**src/rtl/pixel_scheduler.sv**
```systemverilog
// pixel_scheduler: rasters one frame through the pixel mapper and hands
// each mapped pixel to a round-robin selected iteration engine.
module pixel_scheduler #(
    parameter int WORD_LENGTH   = 32,
    parameter int SCREEN_WIDTH  = 960,
    parameter int SCREEN_HEIGHT = 720,
    parameter int NUM_ENGINES   = 4,
    parameter int MAP_LATENCY   = 2
) (
    input  logic                   clk,
    input  logic                   rst,
    input  logic                   start,
    input  logic [31:0]            zoom_in,
    input  logic [WORD_LENGTH-1:0] real_center_in,
    input  logic [WORD_LENGTH-1:0] imag_center_in,
    output logic [10:0]            map_x,
    output logic [10:0]            map_y,
    output logic [31:0]            map_zoom,
    output logic [WORD_LENGTH-1:0] map_real_center,
    output logic [WORD_LENGTH-1:0] map_imag_center,
    input  logic [WORD_LENGTH-1:0] map_real,
    input  logic [WORD_LENGTH-1:0] map_imag,
    input  logic [NUM_ENGINES-1:0] eng_ready,
    output logic [NUM_ENGINES-1:0] eng_valid,
    output logic [10:0]            eng_x,
    output logic [10:0]            eng_y,
    output logic [WORD_LENGTH-1:0] eng_c_re,
    output logic [WORD_LENGTH-1:0] eng_c_im,
    output logic                   busy,
    output logic                   frame_done
);
    localparam int PW = $clog2(NUM_ENGINES);
    localparam int CW = $clog2(MAP_LATENCY + 1);
    localparam logic [10:0] X_LAST = 11'(SCREEN_WIDTH - 1);
    localparam logic [10:0] Y_LAST = 11'(SCREEN_HEIGHT - 1);
    localparam logic [PW:0] N_ENG = (PW + 1)'(NUM_ENGINES);

    typedef enum logic [1:0] {IDLE, RUN, DRAIN} state_t;

    state_t                 r_state;
    state_t                 w_state_nx;
    logic [PW-1:0]          r_rr_ptr;
    logic [NUM_ENGINES-1:0] r_reserved;
    logic [NUM_ENGINES-1:0] r_vld_d1;
    logic [NUM_ENGINES-1:0] r_tok_gnt [MAP_LATENCY];
    logic [10:0]            r_tok_x   [MAP_LATENCY];
    logic [10:0]            r_tok_y   [MAP_LATENCY];
    logic [CW-1:0]          r_drain_cnt;

    logic [NUM_ENGINES-1:0] w_elig;
    logic [NUM_ENGINES-1:0] w_grant;
    logic [PW-1:0]          w_gidx;
    logic [PW-1:0]          w_rr_nx;
    logic [PW:0]            w_idx;
    logic [PW:0]            w_rr_inc;
    logic                   w_issue;
    logic                   w_last;
    logic                   w_drained;

    // Descending scan so the closest eligible index after rr_ptr wins
    always_comb begin
        w_elig = eng_ready & ~r_reserved;
        w_gidx = '0;
        w_idx  = '0;
        for (int k = NUM_ENGINES - 1; k >= 0; k--) begin
            w_idx = {1'b0, r_rr_ptr} + (PW + 1)'(k);
            if (w_idx >= N_ENG) begin
                w_idx = w_idx - N_ENG;
            end
            if (w_elig[w_idx[PW-1:0]]) begin
                w_gidx = w_idx[PW-1:0];
            end
        end
        w_issue  = (r_state == RUN) && (|w_elig);
        w_grant  = w_issue ? (NUM_ENGINES'(1) << w_gidx) : '0;
        w_rr_inc = {1'b0, w_gidx} + 1'b1;
        w_rr_nx  = (w_rr_inc == N_ENG) ? '0 : w_rr_inc[PW-1:0];
        w_last   = (map_x == X_LAST) && (map_y == Y_LAST);
        w_drained = (r_drain_cnt == CW'(MAP_LATENCY));
    end

    always_comb begin
        w_state_nx = r_state;
        unique case (r_state)
            IDLE:    if (start) w_state_nx = RUN;
            RUN:     if (w_issue && w_last) w_state_nx = DRAIN;
            DRAIN:   if (w_drained) w_state_nx = IDLE;
            default: w_state_nx = IDLE;
        endcase
    end

    always_ff @(posedge clk) begin
        if (rst) begin
            r_state         <= IDLE;
            r_rr_ptr        <= '0;
            r_reserved      <= '0;
            r_vld_d1        <= '0;
            r_drain_cnt     <= '0;
            map_x           <= '0;
            map_y           <= '0;
            map_zoom        <= '0;
            map_real_center <= '0;
            map_imag_center <= '0;
            eng_valid       <= '0;
            eng_x           <= '0;
            eng_y           <= '0;
            eng_c_re        <= '0;
            eng_c_im        <= '0;
            busy            <= 1'b0;
            frame_done      <= 1'b0;
            for (int i = 0; i < MAP_LATENCY; i++) begin
                r_tok_gnt[i] <= '0;
                r_tok_x[i]   <= '0;
                r_tok_y[i]   <= '0;
            end
        end else begin
            r_state    <= w_state_nx;
            frame_done <= 1'b0;
            if (r_state == IDLE && start) begin
                map_zoom        <= zoom_in;
                map_real_center <= real_center_in;
                map_imag_center <= imag_center_in;
                map_x           <= '0;
                map_y           <= '0;
                busy            <= 1'b1;
            end
            if (w_issue) begin
                r_rr_ptr <= w_rr_nx;
                if (map_x == X_LAST) begin
                    map_x <= '0;
                    map_y <= (map_y == Y_LAST) ? '0 : map_y + 11'd1;
                end else begin
                    map_x <= map_x + 11'd1;
                end
            end
            if (r_state == DRAIN) begin
                if (w_drained) begin
                    r_drain_cnt <= '0;
                    frame_done  <= 1'b1;
                    busy        <= 1'b0;
                end else begin
                    r_drain_cnt <= r_drain_cnt + 1'b1;
                end
            end
            // Hold an engine off until its registered ready has dropped
            r_reserved   <= (r_reserved & ~r_vld_d1) | w_grant;
            r_vld_d1     <= eng_valid;
            r_tok_gnt[0] <= w_grant;
            r_tok_x[0]   <= map_x;
            r_tok_y[0]   <= map_y;
            for (int i = 1; i < MAP_LATENCY; i++) begin
                r_tok_gnt[i] <= r_tok_gnt[i-1];
                r_tok_x[i]   <= r_tok_x[i-1];
                r_tok_y[i]   <= r_tok_y[i-1];
            end
            eng_valid <= r_tok_gnt[MAP_LATENCY-1];
            if (|r_tok_gnt[MAP_LATENCY-1]) begin
                eng_x    <= r_tok_x[MAP_LATENCY-1];
                eng_y    <= r_tok_y[MAP_LATENCY-1];
                eng_c_re <= map_real;
                eng_c_im <= map_imag;
            end
        end
    end
endmodule

```
**config.mk**
```make
export PLATFORM = sky130hd
export DESIGN_NAME = pixel_scheduler
export DESIGN_NICKNAME = d
export VERILOG_FILES = /design/src/rtl/pixel_scheduler.sv
export SDC_FILE = /design/constraint.sdc
export NUM_CORES = 1
export LEC_CHECK = 0
export BUFFER_PORTS_ARGS = -buffer_cell sky130_fd_sc_hd__buf_2
export CAP_MARGIN = 20
export CORE_UTILIZATION = 43
export DETAILED_ROUTE_END_ITERATION = 8
export GPL_TIMING_DRIVEN = 0
export PLACE_DENSITY_LB_ADDON = 0.25
export SYNTH_ARGS = -nofsm -noshare
export SYNTH_HDL_FRONTEND = slang
export SYNTH_SLANG_ARGS = --single-unit
```
**constraint.sdc**
```tcl
create_clock -name clk -period 2.3 [get_ports clk]
set_clock_uncertainty 0.15 [all_clocks]
set_input_delay 0.575 -clock clk [delete_from_list [all_inputs] [get_ports clk]]
set_output_delay 0.575 -clock clk [all_outputs]
set_load 0.05 [all_outputs]
```
==> reports/qor.txt <==
===========================================================================================
Headroom to the max-slew limit                                                        32.1%
Top Usage Layer GRT                                                                    met2
Routed length per instance                                                          14.6 um
First drt pass iteration count                                                            4
Met1 global-route usage                                                               27.1%
Met3 layer usage reported by global route                                             5.78%
Latest clock arrival within the worst-skew pair                                     0.54 ns
Placed Instances                                                                       1793
Signal arrival time at the worst endpoint                                           2.48 ns
Launching element of the worst setup path                                          map_x[1]
Reg2reg start                                                                      map_x[1]
Logic depth of the worst register-to-register path                                        6
Residual DRC count                                                                        0
Rows                                                                                     54
Post-CTS Repair Setup Buffers                                                             0
Ratio of routed vias to standard cells                                                 4.81
Kind of path behind the tightest hold check                                       in -> reg
Seq/Total Area, Yosys                                                                 57.6%
Total track usage                                                                     22.0%
Setup repair after global routing missed its margin                                     yes
Number of antenna violations at the first check in global routing                         1
Type of element launching the critical path                                            flop
Final Slew Violations                                                                     0
Worst path cell trace                                                          ha_1 -> nand3_4 -> or4b_4 -> o21ai_4 -> o21ai_1 -> a22o_1
Number of cells upsized or downsized after cts                                            4
Grt met2 use                                                                          37.2%
Post-DRT Antenna Nets                                                                     0
Setup slack of the critical path after layout                                      0.103 ns
Required time of the critical path                                                  2.59 ns
Leakage                                                                             5.76 nW
Vias in the first global route                                                         7866
Max cap viols                                                                             0
Number of cells on the worst hold path                                                    3
Placement-stage worst setup slack                                                 -0.487 ns
Library cell with the largest summed area after synthesis                      sky130_fd_sc_hd__dfxtp_1
Number of stages on the worst setup path                                                  6
Maximum achievable frequency                                                      0.455 GHz
Run status                                                                     complete, no violations
Area added between synthesis and finish                                               33.7%
Type of the worst setup path                                                     reg -> reg
Synthesized instance count                                                             1136
Layout cells sized above 1                                                            28.9%
Share of the core filled with cells                                                   58.8%
DIE WIDTH                                                                            151 um
Synthesized area per cell                                                        8.45 sq um
Hold bufs inserted after CTS                                                              0
Gp weighted congestion                                                                0.833
Beginning of the worst hold path                                               imag_center_in[21]
Top cells by count, synth                                                      sky130_fd_sc_hd__nand2_1 (388), sky130_fd_sc_hd__dfxtp_1 (276), sky130_fd_sc_hd__a21oi_1 (199)
Syn_nets                                                                               1309
CTS H-tree depth                                                                          1
Top cell type's share of synthesized area                                             57.6%
Area taken by flip-flops and latches                                           0.00554 sq mm
Port-buffer cells                                                                       376
Seq cells post-synth                                                                    276
Pwr/cell area                                                                   868 mW/mm^2
Syn. warnings                                                                             0
Transition time at the pin with the least slew margin                               1.01 ns
Area of the die                                                                0.0229 sq mm
Number of design-rule violations left by the first detailed-router iteration            316
Clock-pin transition on the worst setup and hold timing paths                       0.06 ns
Ports                                                                                   377
Crit-path slowest cell                                                         sky130_fd_sc_hd__or4b_4
Global-route wire length before repair                                             40100 um
Final number of hold-violating endpoints                                                  0
Capturing element type of the critical path                                            flop
Starting utilization of the core area                                                 44.0%
Most common cell in the synthesized netlist                                    sky130_fd_sc_hd__nand2_1
Final net count                                                                        1716
Buffering stage count on the worst path with inverters included                           0
VDD IR-drop max                                                                    0.613 mV
Highest cell delay on the worst timing path                                         0.63 ns
Buffer levels on the longest clock path                                                   3
Min Tclk post-route                                                                 2.20 ns
CTS buffer count                                                                         28
Synth cell types                                                                         46
Peak fanout along the critical path                                                       6
Root Buffer Master                                                             sky130_fd_sc_hd__clkbuf_16
Min Hold Slack                                                                     0.111 ns
FFs w/ async S/R, synth                                                                  0%
Most area-consuming cells after synthesis                                      sky130_fd_sc_hd__dfxtp_1 (58%), sky130_fd_sc_hd__nand2_1 (15%), sky130_fd_sc_hd__a21oi_1 (10%)
Family of cells with the greatest summed delay on the critical path            simple AND/OR/NAND/NOR gates
Floorplan core area                                                            0.0218 sq mm
Fillers                                                                                2008
Clock tree from TritonCTS                                                             built
Area occupied by multi-input gates                                             0.00382 sq mm
Top FF cell, synth                                                             sky130_fd_sc_hd__dfxtp_1
Vias                                                                                   8876
Die extent in y                                                                      151 um
Total half-perimeter wirelength after legalization and detailed placement          20000 um
Syn Std Cell Area                                                              0.00960 sq mm
Portion of the clock cycle consumed by the worst path in the final layout             95.5%
Setup violations, final                                                                   0
Total Wirelength                                                                   26900 um
Number of synthesized flops with an enable pin                                            0
Global route overflow                                                                     0
Pin count of the biggest net entering global routing                                     15
Final non-filler cell total                                                            1844
CTS sink count                                                                          276
===========================================================================================
==> area by class of cell <==
type                    count  area share, %
diodes                      1         0.0195
plain buffers              71           2.15
clock buffers              41           6.47
clock inverters             9          0.849
inverters                   4          0.117
multi-input cells         785           29.8
flip-flops and latches    276           43.2
well taps                 280           2.73
repair buffers            377           14.7
==> power breakdown <==
group | switching (mW) | internal, mW
sequential | 0.0898 | 4.96
combinational | 1.11 | 0.395
clock | 1.86 | 2.71
total | 3.06 | 8.07
==> per-stage QoR <==
stage          power, mW  TNS (ns)  cell area (sq um)
2_1_floorplan       6.18         0               9610
3_3_place_gp        6.64    -57.51              11800
3_5_place_dp        6.65    -47.35              11800
4_1_cts             11.2         0              12800
5_1_grt             11.5   -0.0632              12800
6_report            11.1         0              12800
==> cell families (layout without fill, tap and decap cells) <==
group | after synthesis | count (layout) | synth area share, %
simple gates | 537 | 537 | 24.9
flops | 276 | 276 | 57.6
xor+xnor | 3 | 3 | 0.274
buf+inv | 75 | 502 | 2.95
other cells | 0 | 1 | 0
compound gates | 239 | 239 | 13.5
fa+ha+maj | 6 | 6 | 0.782
==> path summary, 6_finish.rpt <==
check / to / slack, ns
worst max-delay path: map_y[6] / 0.10
worst min-delay path: map_imag_center[21] / 0.11
worst max register to register: map_y[6] / 0.10
worst min register to register: r_tok_gnt[0][4] / 0.28
==> flip-flops by register name, indices dropped and copies added, names as in the netlist, 8 cells and up <==
register,flops
eng_c_im,32
eng_c_re,32
map_imag_center,32
map_real_center,32
map_zoom,32
r_tok_x,22
r_tok_y,22
eng_x,11
eng_y,11
map_x,11
map_y,11
r_tok_gnt,8
==> tightest hold or removal path, cell delays in order <==
cell,delay [ns]
sky130_fd_sc_hd__buf_2,0.09
sky130_fd_sc_hd__nand2_1,0.04
sky130_fd_sc_hd__a21oi_1,0.05
==> per-layer routing <==
metal | vias up | part of all wire, %
met4 | 0 | 2.4
met5 | - | 0
li1 | 4548 | -
met3 | 42 | 8.5
met2 | 304 | 48
met1 | 3982 | 41
==> cells in the final DEF (no fill, tap or decap), drive strengths merged, types with 3 or more instances in the layout <==
cell      n
nand2   388
buf     379
dfxtp   276
a21oi   199
clkbuf  110
nor2b    64
nor2     23
nand3    15
o21ai    14
nor3     11
nand2b    8
a21o      7
a22o      6
and3      6
ha        6
clkinv    6
inv       4
nor3b     4
or4       4
nor4      4
and4      3
(Power assumes the default switching activity.)
